[config.mk]
export PLATFORM = sky130hd
export DESIGN_NAME = intt_gs_butterfly
export DESIGN_NICKNAME = d
export VERILOG_FILES = /design/src/rtl/intt_gs_butterfly.sv
export SDC_FILE = /design/constraint.sdc
export NUM_CORES = 2
export LEC_CHECK = 0
export CAP_MARGIN = 20
export CORE_ASPECT_RATIO = 1.25
export CORE_MARGIN = 10
export CORE_UTILIZATION = 50
export DETAILED_ROUTE_END_ITERATION = 10
export PLACE_DENSITY = 0.73
export SLEW_MARGIN = 20
export SYNTH_ARGS = -nofsm -noshare
export SYNTH_HDL_FRONTEND = slang
export SYNTH_SLANG_ARGS = --single-unit
export TNS_END_PERCENT = 20
[constraint.sdc]
create_clock -name clk -period 9.09 [get_ports clk]
set_clock_uncertainty 0.05 [all_clocks]
set_input_delay 2.727 -clock clk [delete_from_list [all_inputs] [get_ports clk]]
set_output_delay 2.727 -clock clk [all_outputs]
set_load 0.02 [all_outputs]
[src/rtl/intt_gs_butterfly.sv]
// Pipelined Gentleman-Sande inverse-NTT butterfly over Z_Q, Q = 132120577.
// Produces (a+b) mod Q and ((a-b)*w) mod Q through a fixed nine-stage datapath.
// A credit-guarded show-ahead FIFO on the output provides valid/ready backpressure.
module intt_gs_butterfly #(
  parameter int K     = 27,
  parameter int IDX_W = 8,
  parameter int DEPTH = 16
) (
  input  logic             clk,
  input  logic             rst_n,
  input  logic             in_valid,
  output logic             in_ready,
  input  logic [K-1:0]     in_a,
  input  logic [K-1:0]     in_b,
  input  logic [K-1:0]     in_w,
  input  logic [IDX_W-1:0] in_idx,
  output logic             out_valid,
  input  logic             out_ready,
  output logic [K-1:0]     out_a,
  output logic [K-1:0]     out_b,
  output logic [IDX_W-1:0] out_idx
);

  // The Barrett reduction below is hand-built as six register stages, so its
  // latency is fixed by the structure rather than configurable.
  localparam int BARRETT_LAT = 6;
  localparam int LAT         = 3 + BARRETT_LAT;
  localparam int IF_W        = $clog2(LAT + 1);
  localparam int PTR_W       = $clog2(DEPTH);
  localparam int CNT_W       = PTR_W + 1;

  localparam longint unsigned Q_VAL = 64'd132120577;
  localparam logic [K-1:0]    QK    = K'(Q_VAL);
  localparam logic [K:0]      QK1   = (K+1)'(Q_VAL);
  localparam logic [K+1:0]    QK2   = (K+2)'(Q_VAL);
  // Barrett constant floor(2^(2K) / Q); fits in K+1 bits because Q > 2^(K-1).
  localparam logic [K:0]      MU    = (K+1)'((64'd1 << (2*K)) / Q_VAL);

  logic                 w_accept;
  logic                 w_push;
  logic                 w_pop;
  logic [CNT_W:0]       w_used;

  logic [LAT-1:0]       r_vld;
  logic [IF_W-1:0]      r_inflight;

  logic [K-1:0]         r_a0;
  logic [K-1:0]         r_b0;
  logic [K-1:0]         r_w0;
  logic [IDX_W-1:0]     r_idx0;

  logic [K:0]           w_sum1;
  logic [K:0]           w_sumMod;
  logic [K-1:0]         w_diff1;
  logic [K-1:0]         r_diff1;
  logic [K-1:0]         r_w1;

  logic [K-1:0]         r_sumDly [LAT-1];
  logic [IDX_W-1:0]     r_idxDly [LAT-1];

  logic [2*K-1:0]       r_prod2;
  logic [2*K+1:0]       w_mul3;
  logic [2*K+1:0]       r_mul3;
  logic [K+1:0]         r_x3;
  logic [K:0]           r_q4;
  logic [K+1:0]         r_x4;
  logic [K+1:0]         w_qq5;
  logic [K+1:0]         r_qq5;
  logic [K+1:0]         r_x5;
  logic [K+1:0]         r_r6;
  logic [K+1:0]         r_r7;
  logic [K-1:0]         r_red8;

  logic [K-1:0]         r_memA   [DEPTH];
  logic [K-1:0]         r_memB   [DEPTH];
  logic [IDX_W-1:0]     r_memIdx [DEPTH];
  logic [PTR_W-1:0]     r_wrPtr;
  logic [PTR_W-1:0]     r_rdPtr;
  logic [CNT_W-1:0]     r_count;

  // Credits: everything accepted but not yet retired must fit in the FIFO.
  assign w_used    = (CNT_W+1)'(r_inflight) + (CNT_W+1)'(r_count);
  assign in_ready  = rst_n & (w_used < (CNT_W+1)'(DEPTH));
  assign w_accept  = in_valid & in_ready;
  assign w_push    = r_vld[LAT-1];
  assign out_valid = (r_count != '0);
  assign w_pop     = out_valid & out_ready;

  assign out_a   = out_valid ? r_memA[r_rdPtr]   : '0;
  assign out_b   = out_valid ? r_memB[r_rdPtr]   : '0;
  assign out_idx = out_valid ? r_memIdx[r_rdPtr] : '0;

  // Modular add/sub: both operands are < Q so one conditional correction suffices;
  // the K-bit subtraction wraps, and adding Q back lands it in [0, Q).
  assign w_sum1   = {1'b0, r_a0} + {1'b0, r_b0};
  assign w_sumMod = (w_sum1 >= QK1) ? (w_sum1 - QK1) : w_sum1;
  assign w_diff1  = (r_a0 < r_b0) ? (r_a0 - r_b0 + QK) : (r_a0 - r_b0);

  // Barrett: quotient estimate from the top K+1 product bits times MU.
  assign w_mul3 = {{(K+1){1'b0}}, r_prod2[2*K-1:K-1]} * {{(K+1){1'b0}}, MU};
  // Remainder is known to be < 3Q < 2^(K+2), so only the low K+2 bits matter.
  assign w_qq5  = {1'b0, r_q4} * QK2;

  // Track which pipeline stages hold a live pair.
  always_ff @(posedge clk or negedge rst_n) begin
    if (!rst_n) begin
      r_vld <= '0;
    end else begin
      r_vld <= {r_vld[LAT-2:0], w_accept};
    end
  end

  // Count pairs accepted but not yet written to the FIFO.
  always_ff @(posedge clk or negedge rst_n) begin
    if (!rst_n) begin
      r_inflight <= '0;
    end else begin
      case ({w_accept, w_push})
        2'b10:   r_inflight <= r_inflight + IF_W'(1);
        2'b01:   r_inflight <= r_inflight - IF_W'(1);
        default: r_inflight <= r_inflight;
      endcase
    end
  end

  // Arithmetic datapath; validity is carried separately in r_vld.
  always_ff @(posedge clk) begin
    r_a0    <= in_a;
    r_b0    <= in_b;
    r_w0    <= in_w;
    r_idx0  <= in_idx;

    r_diff1 <= w_diff1;
    r_w1    <= r_w0;
    r_sumDly[0] <= K'(w_sumMod);
    r_idxDly[0] <= r_idx0;
    for (int i = 1; i < LAT - 1; i++) begin
      r_sumDly[i] <= r_sumDly[i-1];
      r_idxDly[i] <= r_idxDly[i-1];
    end

    r_prod2 <= {{K{1'b0}}, r_diff1} * {{K{1'b0}}, r_w1};

    r_mul3  <= w_mul3;
    r_x3    <= r_prod2[K+1:0];
    r_q4    <= (K+1)'(r_mul3 >> (K+1));
    r_x4    <= r_x3;
    r_qq5   <= w_qq5;
    r_x5    <= r_x4;
    r_r6    <= r_x5 - r_qq5;
    r_r7    <= (r_r6 >= QK2) ? (r_r6 - QK2) : r_r6;
    r_red8  <= K'((r_r7 >= QK2) ? (r_r7 - QK2) : r_r7);
  end

  // FIFO storage, written when a result leaves the last pipeline stage.
  always_ff @(posedge clk) begin
    if (w_push) begin
      r_memA[r_wrPtr]   <= r_sumDly[LAT-2];
      r_memB[r_wrPtr]   <= r_red8;
      r_memIdx[r_wrPtr] <= r_idxDly[LAT-2];
    end
  end

  // FIFO pointers and occupancy; pointers wrap naturally at DEPTH.
  always_ff @(posedge clk or negedge rst_n) begin
    if (!rst_n) begin
      r_wrPtr <= '0;
      r_rdPtr <= '0;
      r_count <= '0;
    end else begin
      if (w_push) begin
        r_wrPtr <= r_wrPtr + PTR_W'(1);
      end
      if (w_pop) begin
        r_rdPtr <= r_rdPtr + PTR_W'(1);
      end
      case ({w_push, w_pop})
        2'b10:   r_count <= r_count + CNT_W'(1);
        2'b01:   r_count <= r_count - CNT_W'(1);
        default: r_count <= r_count;
      endcase
    end
  end

endmodule
==> summary.txt <==
Status: complete, no violations
Largest net degree at the start of global routing: 110
Final ANT Viol Nets: 0
Final net count: 8476
Crit Reg-Reg Startpoint: r_w1[3]$_DFF_P_
Chip Width: 403 um
Sequential share of the synthesized area: 49.2%
DR WL/cell: 21.7 um
Synth Net Count: 8313
Port Buffers: 156
Final period utilization: 91.6%
Vias in the first global route: 55700
Cts repair resizes: 0
Overflow after GRT: 0
Overall routing resource usage: 20.8%
Worst Hold End: r_q4[11]$_DFF_P_
Post-Syn Area: 91800 sq um
Initial DRT Pass Iterations: 6
Clk_lat worst skew: 0.84 ns
YS warnings: 0
Clock Tree Buf Depth: 3
Synthesis-to-layout area growth: 10.9%
Relative slew slack: 18.7%
Final WL: 209000 um
Post-CTS setup buffers: 0
Worst Setup Start Kind: flop
Dpl ws: 0.787 ns
Via count: 52300
Residual DRC: 0
Die area: 201000 sq um
CTS Sinks: 1752
Type of the most critical hold path: reg2reg
Final hold vios: 0
Setup WS post-layout: 0.761 ns
RD Place Congestion: 0.951
Main flop type after synthesis: edfxtp_1
Max cap viols: 0
Post-synthesis cell count: 6906
Worst EP arrival: 8.97 ns
Mapped Avg Cell Area: 13.3 sq um
Final Max Tran Viols: 0
Hold Crit Start: r_mul3[39]$_DFF_P_
Initial Util: 50.4%
Vias per cell: 5.45
Kind of end point of the critical path: flop
Initial antenna violation count: 0
Final period demand of the worst path: 8.33 ns
H-tree levels: 4
Clock root cell: clkbuf_16
Async SR Flop Fraction: 1.48%
Core ar.: 182000 sq um
Num CTS Buffers: 169
Worst path required time: 9.74 ns
Setup TNS: 0 ns
WHS Path Cells: 0
Kind of critical path: reg2reg
Placed insts: 9287
Commonest cells after routing, fill and taps aside: 1119 x inv_1, 992 x edfxtp_1, 732 x dfxtp_1
CTS tree: yes
First-pass GRT wire length: 325000 um
R2r worst-path depth: 23
CP startpoint: r_w1[3]$_DFF_P_
Die Span Y: 499 um
Synth unique cells: 83
Final non-filler cell total: 9601
Most common cell after layout, fill and taps aside: inv_1
Clock-pin slew on the worst setup and hold paths: 0.06 ns
Share of cells above drive strength 1: 9.78%
Flop2flop setup slack: 0.76 ns
Yosys reg bits: 1752
RSZ-0062 raised after global routing: false
Row cnt: 175
Fmax: 120 MHz
Final setup viols: 0
Worst-Margin Slew: 1.21 ns
Hold_buf cts: 0
IO Pins: 157
DP HPWL: 142000 um
DR iter-0 viols: 3857
Post-synth EDFFs: 992
Critical path fanouts, max: 27
FF-to-FF End: r_prod2[51]$_DFF_P_
[registers in the layout, indices dropped and copies added (netlist names), 9 cells and up]
signal	count
r_sumDly	216
r_x3	29
r_memIdx	128
r_memB	432
r_b0	27
r_diff1	27
r_w0	27
r_w1	27
r_prod2	54
r_r7	29
r_x4	29
r_red8	27
r_qq5	29
r_vld	9
r_x5	29
r_r6	29
r_memA	432
r_idxDly	64
r_q4	28
r_mul3	28
r_a0	27
[worst max-delay path by stage]
stage | endpoint | slack [ns] | cells past startpoint
4_1_cts | r_prod2[45]$_DFF_P_ | 0.77 | 23
2_1_floorplan | r_prod2[46]$_DFF_P_ | 2.13 | 27
6_report | r_prod2[51]$_DFF_P_ | 0.76 | 23
3_3_place_gp | r_prod2[51]$_DFF_P_ | 0.91 | 23
5_1_grt | r_prod2[51]$_DFF_P_ | 0.34 | 23
3_5_place_dp | r_prod2[45]$_DFF_P_ | 0.79 | 23
[critical path, stage by stage, from the launching register on]
cell and delay [ns]:
dfxtp_1 1.08, nand2_1 0.20, fa_1 0.60, inv_1 0.06, fa_1 0.56, inv_1 0.06
fa_1 0.45, fa_1 0.53, fa_1 0.55, inv_1 0.05, fa_1 0.48, inv_1 0.05
fa_1 0.48, inv_1 0.05, ha_1 0.40, nand4_1 0.14, o31ai_1 0.66, a21oi_1 0.33
o21ai_0 0.51, a32oi_1 0.24, o21ai_0 0.28, a31o_2 0.20, a21oi_1 0.07, xnor2_1 0.13
[layout make-up]
class / count / area [sq um]
multi-input cells: 3774 / 41600
diodes: 1 / 2.50
flip-flops and latches: 1752 / 45200
inverters: 1119 / 4200
clock buffers: 237 / 4680
clock inverters: 76 / 875
well taps: 2389 / 2990
repair buffers: 253 / 2350
fillers: 14400 / 80400
[synthesized netlist by cell type, types with 9 or more instances]
cell type	instances	area share (%)
or3_1	15	0.10
nand2b_1	36	0.25
nand4_1	27	0.18
a21oi_1	155	0.85
and2_1	368	2.5
ha_1	586	8.0
nor2_1	131	0.54
xor2_1	95	0.91
o21a_1	27	0.22
edfxtp_1	992	32
o21ai_0	86	0.47
xnor2_1	169	1.6
fa_1	728	16
buf_1	36	0.15
mux4_2	310	7.6
nor2b_1	21	0.14
a21o_1	75	0.61
or4_1	9	0.074
nor4_1	26	0.18
clkbuf_1	214	0.88
nor3_1	61	0.33
and3_1	24	0.16
inv_1	1119	4.6
dfxtp_1	734	16
a31oi_1	17	0.12
o211ai_1	18	0.15
a211oi_1	14	0.11
dfrtp_1	26	0.71
o21bai_1	25	0.20
nand2_1	563	2.3
nand3_1	45	0.25
[logic make-up after synthesis]
group                      Yosys count  synth area share, %
adders and majority gates         1314                 23.9
buffers and inverters             1380                 5.67
and+or+nand+nor                   1367                 7.37
DFF                               1752                 49.2
AOI/OAI and AO/OA                  510                 3.69
xor gates and xnor gates           264                 2.52
muxes                              319                 7.71
[per-layer routing]
| metal | vias to the layer above | global-route usage [%] | wire (um) |
|---|---|---|---|
| met3 | 456 | 3.59 | 13700 |
| met1 | 26500 | 25.8 | 81100 |
| li1 | 23500 | - | - |
| met4 | 0 | 8.43 | 8870 |
| met2 | 1894 | 36.1 | 105000 |
| met5 | - | 0 | 0 |
[metrics by stage]
step / util, % / hold slack (ns) / area [sq um]
global route: 55.9 / 0.242 / 102000
floorplan: - / 0.260 / 91800
CTS: 55.9 / 0.236 / 102000
global placement: 52.8 / 0.260 / 96300
finish: 55.9 / 0.245 / 102000
detailed placement: 52.8 / 0.262 / 96300
Power is left out: the tool's default activity adds up to more than one toggle a clock period on the data nets, which glitch-free logic cannot reach.
